<file path="src/rtl/fft_addr_if.sv">
// fft_addr_if: bundle between the FFT address sequencer and its data RAM,
// twiddle ROM and butterfly unit.
interface fft_addr_if #(
  parameter int LOG2N = 3,
  parameter int TW_W  = 16
);
  localparam int SW = ($clog2(LOG2N) < 1) ? 1 : $clog2(LOG2N);

  logic             start;
  logic             inverse;
  logic             busy;
  logic             done;
  logic             rd_en;
  logic [LOG2N-1:0] rd_add1;
  logic [LOG2N-1:0] rd_add2;
  logic [LOG2N-2:0] tw_addr;
  logic [TW_W-1:0]  tw_re_in;
  logic [TW_W-1:0]  tw_im_in;
  logic [TW_W-1:0]  factor_re;
  logic [TW_W-1:0]  factor_im;
  logic             en_multi;
  logic             bf_done;
  logic             wr_en;
  logic [LOG2N-1:0] wr_add1;
  logic [LOG2N-1:0] wr_add2;
  logic [SW-1:0]    stage;

  modport master (
    input  start, inverse, tw_re_in, tw_im_in, bf_done,
    output busy, done, rd_en, rd_add1, rd_add2, tw_addr,
    output factor_re, factor_im, en_multi,
    output wr_en, wr_add1, wr_add2, stage
  );

  modport slave (
    output start, inverse, tw_re_in, tw_im_in, bf_done,
    input  busy, done, rd_en, rd_add1, rd_add2, tw_addr,
    input  factor_re, factor_im, en_multi,
    input  wr_en, wr_add1, wr_add2, stage
  );
endinterface

</file>
<file path="src/rtl/fft_addr_ctrl.sv">
// fft_addr_ctrl: in-place radix-2 DIT FFT sequencer. Walks stage, group and
// pair, issuing paired reads, twiddle lookups and matching write-backs.
module fft_addr_ctrl #(
  parameter int LOG2N = 3,
  parameter int TW_W  = 16
) (
  input logic        clk,
  input logic        rst,
  fft_addr_if.master bus
);
  localparam int SW = ($clog2(LOG2N) < 1) ? 1 : $clog2(LOG2N);
  localparam int AW = LOG2N;
  localparam int TA = LOG2N - 1;

  localparam logic [1:0] IDLE  = 2'd0;
  localparam logic [1:0] ISSUE = 2'd1;
  localparam logic [1:0] WAIT  = 2'd2;
  localparam logic [1:0] WRITE = 2'd3;

  localparam logic [TW_W-1:0] MOST_NEG = TW_W'(1) << (TW_W - 1);

  logic [1:0]      state;
  logic            first;
  logic            inv;
  logic            busy;
  logic            done;
  logic [AW-1:0]   k;
  logic [TA-1:0]   j;
  logic [SW-1:0]   s;
  logic [AW-1:0]   rd_add1;
  logic [AW-1:0]   rd_add2;
  logic [AW-1:0]   wr_add1;
  logic [AW-1:0]   wr_add2;
  logic [TA-1:0]   tw_addr;
  logic [TW_W-1:0] factor_re;
  logic [TW_W-1:0] factor_im;
  logic [TW_W-1:0] im_neg;

  logic [AW:0]     k_step;
  logic [AW-1:0]   half;
  logic [AW-1:0]   j_inc;
  logic [AW-1:0]   nk;
  logic [TA-1:0]   nj;
  logic [SW-1:0]   ns;
  logic [SW-1:0]   tw_sh;
  logic            wrap;
  logic            j_last;
  logic            s_last;
  logic            last;

  assign k_step = {1'b0, k} + ((AW+1)'(2) << s);
  assign half   = AW'(1) << s;
  assign j_inc  = AW'(j) + AW'(1);
  assign wrap   = k_step[AW];
  assign j_last = (j_inc == half);
  assign s_last = (s == SW'(LOG2N - 1));
  assign last   = wrap && j_last && s_last;

  // Next pair: step within the group, else next group, else next stage.
  always_comb begin
    nk = k_step[AW-1:0];
    nj = j;
    ns = s;
    if (wrap) begin
      if (j_last) begin
        nk = '0;
        nj = '0;
        ns = s + SW'(1);
      end else begin
        nk = j_inc;
        nj = j_inc[TA-1:0];
      end
    end
  end

  assign tw_sh = SW'(LOG2N - 1) - ns;

  // Conjugate needs -im; the most negative code clamps to the largest positive.
  assign im_neg = (bus.tw_im_in == MOST_NEG) ? ~MOST_NEG
                                             : (~bus.tw_im_in + TW_W'(1));

  always_ff @(posedge clk or posedge rst) begin
    if (rst) begin
      state     <= IDLE;
      first     <= 1'b0;
      inv       <= 1'b0;
      busy      <= 1'b0;
      done      <= 1'b0;
      k         <= '0;
      j         <= '0;
      s         <= '0;
      rd_add1   <= '0;
      rd_add2   <= '0;
      wr_add1   <= '0;
      wr_add2   <= '0;
      tw_addr   <= '0;
      factor_re <= '0;
      factor_im <= '0;
    end else begin
      done <= 1'b0;
      unique case (state)
        IDLE: begin
          if (bus.start) begin
            inv     <= bus.inverse;
            k       <= '0;
            j       <= '0;
            s       <= '0;
            busy    <= 1'b1;
            rd_add1 <= '0;
            rd_add2 <= AW'(1);
            tw_addr <= '0;
            state   <= ISSUE;
          end
        end
        ISSUE: begin
          first <= 1'b1;
          state <= WAIT;
        end
        WAIT: begin
          if (first) begin
            first     <= 1'b0;
            factor_re <= bus.tw_re_in;
            factor_im <= inv ? im_neg : bus.tw_im_in;
          end else if (bus.bf_done) begin
            wr_add1 <= rd_add1;
            wr_add2 <= rd_add2;
            state   <= WRITE;
          end
        end
        WRITE: begin
          if (last) begin
            busy  <= 1'b0;
            done  <= 1'b1;
            state <= IDLE;
          end else begin
            k       <= nk;
            j       <= nj;
            s       <= ns;
            rd_add1 <= nk;
            rd_add2 <= nk + (AW'(1) << ns);
            tw_addr <= nj << tw_sh;
            state   <= ISSUE;
          end
        end
        default: state <= IDLE;
      endcase
    end
  end

  assign bus.busy      = busy;
  assign bus.done      = done;
  assign bus.rd_en     = (state == ISSUE);
  assign bus.en_multi  = (state == WAIT);
  assign bus.wr_en     = (state == WRITE);
  assign bus.rd_add1   = rd_add1;
  assign bus.rd_add2   = rd_add2;
  assign bus.wr_add1   = wr_add1;
  assign bus.wr_add2   = wr_add2;
  assign bus.tw_addr   = tw_addr;
  assign bus.factor_re = factor_re;
  assign bus.factor_im = factor_im;
  assign bus.stage     = s;
endmodule

</file>
<file path="src/flat_wrapper.sv">
// flat-port wrapper written by rule: the top's interface ports become plain ports
module fft_addr_ctrl_flat 
#(
  parameter int LOG2N = 3,
  parameter int TW_W  = 16
)
  (clk, rst, bus_start, bus_inverse, bus_tw_re_in, bus_tw_im_in, bus_bf_done, bus_busy, bus_done, bus_rd_en, bus_rd_add1, bus_rd_add2, bus_tw_addr, bus_factor_re, bus_factor_im, bus_en_multi, bus_wr_en, bus_wr_add1, bus_wr_add2, bus_stage);
  fft_addr_if #(.LOG2N(LOG2N), .TW_W(TW_W)) bus_i ();
  input logic clk;
  input logic rst;
  input wire logic [$bits(bus_i.start)-1:0] bus_start;
  input wire logic [$bits(bus_i.inverse)-1:0] bus_inverse;
  input wire logic [$bits(bus_i.tw_re_in)-1:0] bus_tw_re_in;
  input wire logic [$bits(bus_i.tw_im_in)-1:0] bus_tw_im_in;
  input wire logic [$bits(bus_i.bf_done)-1:0] bus_bf_done;
  output wire logic [$bits(bus_i.busy)-1:0] bus_busy;
  output wire logic [$bits(bus_i.done)-1:0] bus_done;
  output wire logic [$bits(bus_i.rd_en)-1:0] bus_rd_en;
  output wire logic [$bits(bus_i.rd_add1)-1:0] bus_rd_add1;
  output wire logic [$bits(bus_i.rd_add2)-1:0] bus_rd_add2;
  output wire logic [$bits(bus_i.tw_addr)-1:0] bus_tw_addr;
  output wire logic [$bits(bus_i.factor_re)-1:0] bus_factor_re;
  output wire logic [$bits(bus_i.factor_im)-1:0] bus_factor_im;
  output wire logic [$bits(bus_i.en_multi)-1:0] bus_en_multi;
  output wire logic [$bits(bus_i.wr_en)-1:0] bus_wr_en;
  output wire logic [$bits(bus_i.wr_add1)-1:0] bus_wr_add1;
  output wire logic [$bits(bus_i.wr_add2)-1:0] bus_wr_add2;
  output wire logic [$bits(bus_i.stage)-1:0] bus_stage;
  assign bus_i.start = bus_start;
  assign bus_i.inverse = bus_inverse;
  assign bus_i.tw_re_in = bus_tw_re_in;
  assign bus_i.tw_im_in = bus_tw_im_in;
  assign bus_i.bf_done = bus_bf_done;
  assign bus_busy = bus_i.busy;
  assign bus_done = bus_i.done;
  assign bus_rd_en = bus_i.rd_en;
  assign bus_rd_add1 = bus_i.rd_add1;
  assign bus_rd_add2 = bus_i.rd_add2;
  assign bus_tw_addr = bus_i.tw_addr;
  assign bus_factor_re = bus_i.factor_re;
  assign bus_factor_im = bus_i.factor_im;
  assign bus_en_multi = bus_i.en_multi;
  assign bus_wr_en = bus_i.wr_en;
  assign bus_wr_add1 = bus_i.wr_add1;
  assign bus_wr_add2 = bus_i.wr_add2;
  assign bus_stage = bus_i.stage;
  fft_addr_ctrl #(.LOG2N(LOG2N), .TW_W(TW_W)) u_core (.clk(clk), .rst(rst), .bus(bus_i));
endmodule
</file>
<file path="config.mk">
export PLATFORM = sky130hd
export DESIGN_NAME = fft_addr_ctrl_flat
export DESIGN_NICKNAME = d
export VERILOG_FILES = /design/src/rtl/fft_addr_if.sv /design/src/rtl/fft_addr_ctrl.sv /design/src/flat_wrapper.sv
export SDC_FILE = /design/constraint.sdc
export NUM_CORES = 1
export LEC_CHECK = 0
export ABC_AREA = 0
export CAP_MARGIN = 20
export CORE_ASPECT_RATIO = 2
export CORE_UTILIZATION = 29
export DETAILED_ROUTE_END_ITERATION = 10
export PLACE_DENSITY = 0.58
export SETUP_SLACK_MARGIN = 0.02
export SYNTH_ARGS = -nofsm -noshare
export SYNTH_HDL_FRONTEND = slang
export SYNTH_SLANG_ARGS = --single-unit
</file>
<file path="constraint.sdc">
create_clock -name clk -period 4.1 [get_ports clk]
set_clock_uncertainty 0.2 [all_clocks]
set_input_delay 0.41 -clock clk [delete_from_list [all_inputs] [get_ports clk]]
set_output_delay 0.41 -clock clk [all_outputs]
set_load 0.03 [all_outputs]
</file>
==> impl_results.md <==
- Run status: complete, no violations
- Post-DP HPWL: 6.35 mm
- Register area share after synthesis: 46.0%
- Wire length per cell: 15.0 um
- Core Box Area: 0.0101 mm2
- Cts repair resizes: 0
- Sequential Power Share: 29.2%
- H-tree levels: 2
- Largest net degree at the start of global routing: 33
- Most frequent cell on the critical path: ha_1
- Syn Area/Cell: 9.15 um2
- Post-Synth Adder-Cell Area: 6.82%
- Final period util: 89.7%
- Commonest register cell after synthesis: dfrtp_1
- Async S/R FF share, synth: 100%
- Max Cap Viol: 0
- # hold bufs at CTS: 0
- Ant diodes: 0
- CP cell instances: inv_1 > ha_1 > ha_1 > ha_1 > a21oi_2 > xnor2_1 > nand2_1 > xnor2_1 > and2_1 > ha_1 > inv_1 > fa_1 > xor2_1 > xnor2_1 > o21ai_1
- I/O pins: 90
- Hold Crit Class: register to register
- Synth Warn #: 0
- Kind of critical path: register to register
- Port Buffer Count: 89
- Crit path required time: 4.05 ns
- Worst slew pin tran: 0.874 ns
- First-pass GRT wire length: 13.1 mm
- Gr ovfl total: 0
- Initial Utilization: 30.0%
- Synth Area in Simple Gates: 21.1%
- Largest family of logic cells by synthesized area: simple AND/OR/NAND/NOR gates
- Pint: 1.81 mW
- Arrival time worst endpoint: 3.63 ns
- CTS Buf Count: 5
- # fillers: 1,041
- Slew Viols, Final: 0
- Sw frac: 46.2%
- Top sig layer: met4
- Worst-path clk slew: 0.07 ns
- Root Driver: clkbuf_16
- Leakage power: 1.81 nW
- Share of layout cells above drive strength 1: 5.95%
- CTS Sinks: 56
- P per Cell Area: 800 mW/mm2
- Buffer and inverter count on the worst path: 2
- Post-synth top cells: nand2_1, dfrtp_1, inv_1, o21ai_0
- Number of antenna violations at the first check in global routing: 0
- Metal3 WL: 511 um
- Area share of the largest cell type after synthesis: 46.0%
- Critical path peak fanout: 6
- Setup violators final: 0
- Leading area contributor after synthesis: dfrtp_1
- Post-CTS setup buffer count: 0
- Fmax: 272 MHz
- Headroom to the max-slew limit: 41.7%
- Unrepaired setup endpoints after global routing: no
- # nets final: 473
- Synthesized flop and latch total: 56
- CP peak stage delay: 0.44 ns
- ANT nets after route: 0
- Routed vias/inst: 4.92
- Area grow syn2layout: 38.4%
- P_sw: 1.56 mW
- Synth Area in XOR/XNOR: 3.16%
- Clock latency on the worst-skew pair: 0.29 ns
- Gr usage total: 15.8%
- Final setup TNS: 0 ns
- Yosys cell types: 49
- Drt first pass iters: 4
- Gpl congestion: 0.914
- Slowest CP cell: dfrtp_1
- Die area: 0.0109 mm2
- Wire length on met2: 4.55 mm
- Met1 WL: 2.98 mm
- Synthesized net count: 386
- Synth Instances: 333
- Die H: 147 um
- Top-count cell post-synth: nand2_1
- Number of synthesized flops with an enable pin: 0
- VDD IR max: 0.349 mV
- Synthesized area: 0.00305 mm2
- Layout Utilization: 41.5%
- Vias in the first global route: 2,674
- Clk buf depth: 2
- Compound-cell area share of the yosys netlist: 15.0%
- Vias after detailed routing: 2,732
- Total Routed Length: 8.34 mm
- Drt drc: 0
- Combinational Power Share: 58.5%
- Site Rows: 52
- Critical Path Source Type: register
- Worst setup EP type: register
- Mux cell area share after synthesis: 3.86%
- Area occupied by multi-input gates: 0.00152 mm2
- Tmin final: 3.68 ns
- Synth area leaders: dfrtp_1, nand2_1, ha_1
- Die width: 74.5 um
- Reg area: 0.00140 mm2
- Clk pwr share: 12.3%
- Final Hold Vio Count: 0
- Initial drt markers: 162
- CTS tree: built
- CP delay by family, top: adder cells
-- area by class of cell --
cell class                      instances  area share, %
Tap cell                              135           4.01
Multi-Input combinational cell        246           36.1
Clock buffer                            6           3.06
Clock inverter                          1          0.119
Timing Repair Buffer                   93           21.9
Sequential cell                        56           33.3
Inverter                               18           1.60
-- kinds of logic after synthesis --
group / count (synthesis)
fa+ha+maj: 16
xor+xnor: 11
simple gates: 135
compound gates: 73
buf+inv: 31
mux: 11
flops: 56
-- placed cells by master (no fill, tap or decap), drive strengths merged, types with 2 or more instances in the layout --
| cell type | instances |
|---|---|
| a21boi | 2 |
| a21oi | 11 |
| a22o | 2 |
| a31oi | 8 |
| a32o | 2 |
| and2 | 3 |
| buf | 4 |
| clkbuf | 6 |
| clkdlybuf4s50 | 89 |
| dfrtp | 56 |
| ha | 15 |
| inv | 18 |
| mux2 | 6 |
| mux2i | 5 |
| nand2 | 83 |
| nand3 | 7 |
| nand4 | 3 |
| nand4b | 3 |
| nor2 | 16 |
| nor3 | 3 |
| nor3b | 2 |
| nor4 | 4 |
| nor4b | 2 |
| o211ai | 3 |
| o21ai | 31 |
| o311ai | 4 |
| o31ai | 3 |
| or2 | 2 |
| or3 | 2 |
| or4 | 2 |
| xnor2 | 5 |
| xor2 | 6 |
-- path summary, 6_finish.rpt --
kind / from / to / slack [ns] / cells after the start
hold / removal: u_core.bus.factor_re[14]$_DFFE_PP0P_ / u_core.bus.factor_re[14]$_DFFE_PP0P_ / 0.27 / 2
setup reg to reg: u_core.bus.stage[0]$_DFFE_PP0P_ / u_core.bus.rd_add2[2]$_DFFE_PP0P_ / 0.42 / 15
max in group asynchronous: rst / u_core.bus.factor_re[5]$_DFFE_PP0P_ / 2.55 / 3
setup / recovery: u_core.bus.stage[0]$_DFFE_PP0P_ / u_core.bus.rd_add2[2]$_DFFE_PP0P_ / 0.42 / 15
min in group asynchronous: rst / u_core.bus.factor_re[7]$_DFFE_PP0P_ / 0.35 / 2
hold reg to reg: u_core.bus.factor_re[14]$_DFFE_PP0P_ / u_core.bus.factor_re[14]$_DFFE_PP0P_ / 0.27 / 2
-- tightest hold or removal path: stages, from the launching register on --
cell and delay (ns):
dfrtp_1 0.34, nand2_1 0.05, nand2_1 0.06
-- per-layer routing --
| metal | GRT usage [%] | vias up |
|---|---|---|
| met1 | 16.0 | 1276 |
| met4 | 7.55 | 0 |
| li1 | - | 1332 |
| met3 | 3.02 | 23 |
| met5 | 0 | - |
| met2 | 29.2 | 101 |
-- sequential cells by signal (all words and copies together) (netlist names), 2 cells and up --
name and count:
u_core.bus.factor_im 16, u_core.bus.factor_re 16, u_core.bus.rd_add2 3, u_core.bus.wr_add1 3, u_core.bus.wr_add2 3, u_core.k 3, u_core.bus.stage 2, u_core.bus.tw_addr 2
u_core.j 2, u_core.state 2
-- power groups by stage --
stage | Combinational, mW | Sequential, mW | Clock, mW
after detailed placement | 1.99 | 0.992 | 0
after global placement | 1.97 | 0.985 | 0
after floorplan | 0.871 | 1.35 | 0
final | 1.97 | 0.985 | 0.415
after global routing | 2.15 | 1.02 | 0.451
after CTS | 1.99 | 0.986 | 0.433
-- metrics by stage --
stage | hold slack, ns | setup WS (ns) | cell area, um2 | std cells | power, mW
3_5_place_dp | 0.261 | 0.454 | 4080 | 548 | 2.98
6_report | 0.274 | 0.422 | 4210 | 555 | 3.37
2_1_floorplan | 0.315 | 0.587 | 3050 | 333 | 2.22
3_3_place_gp | 0.256 | 0.598 | 4080 | 548 | 2.96
5_1_grt | 0.300 | 0.127 | 4210 | 555 | 3.62
4_1_cts | 0.278 | 0.439 | 4210 | 555 | 3.41
(Power assumes the default switching activity.)
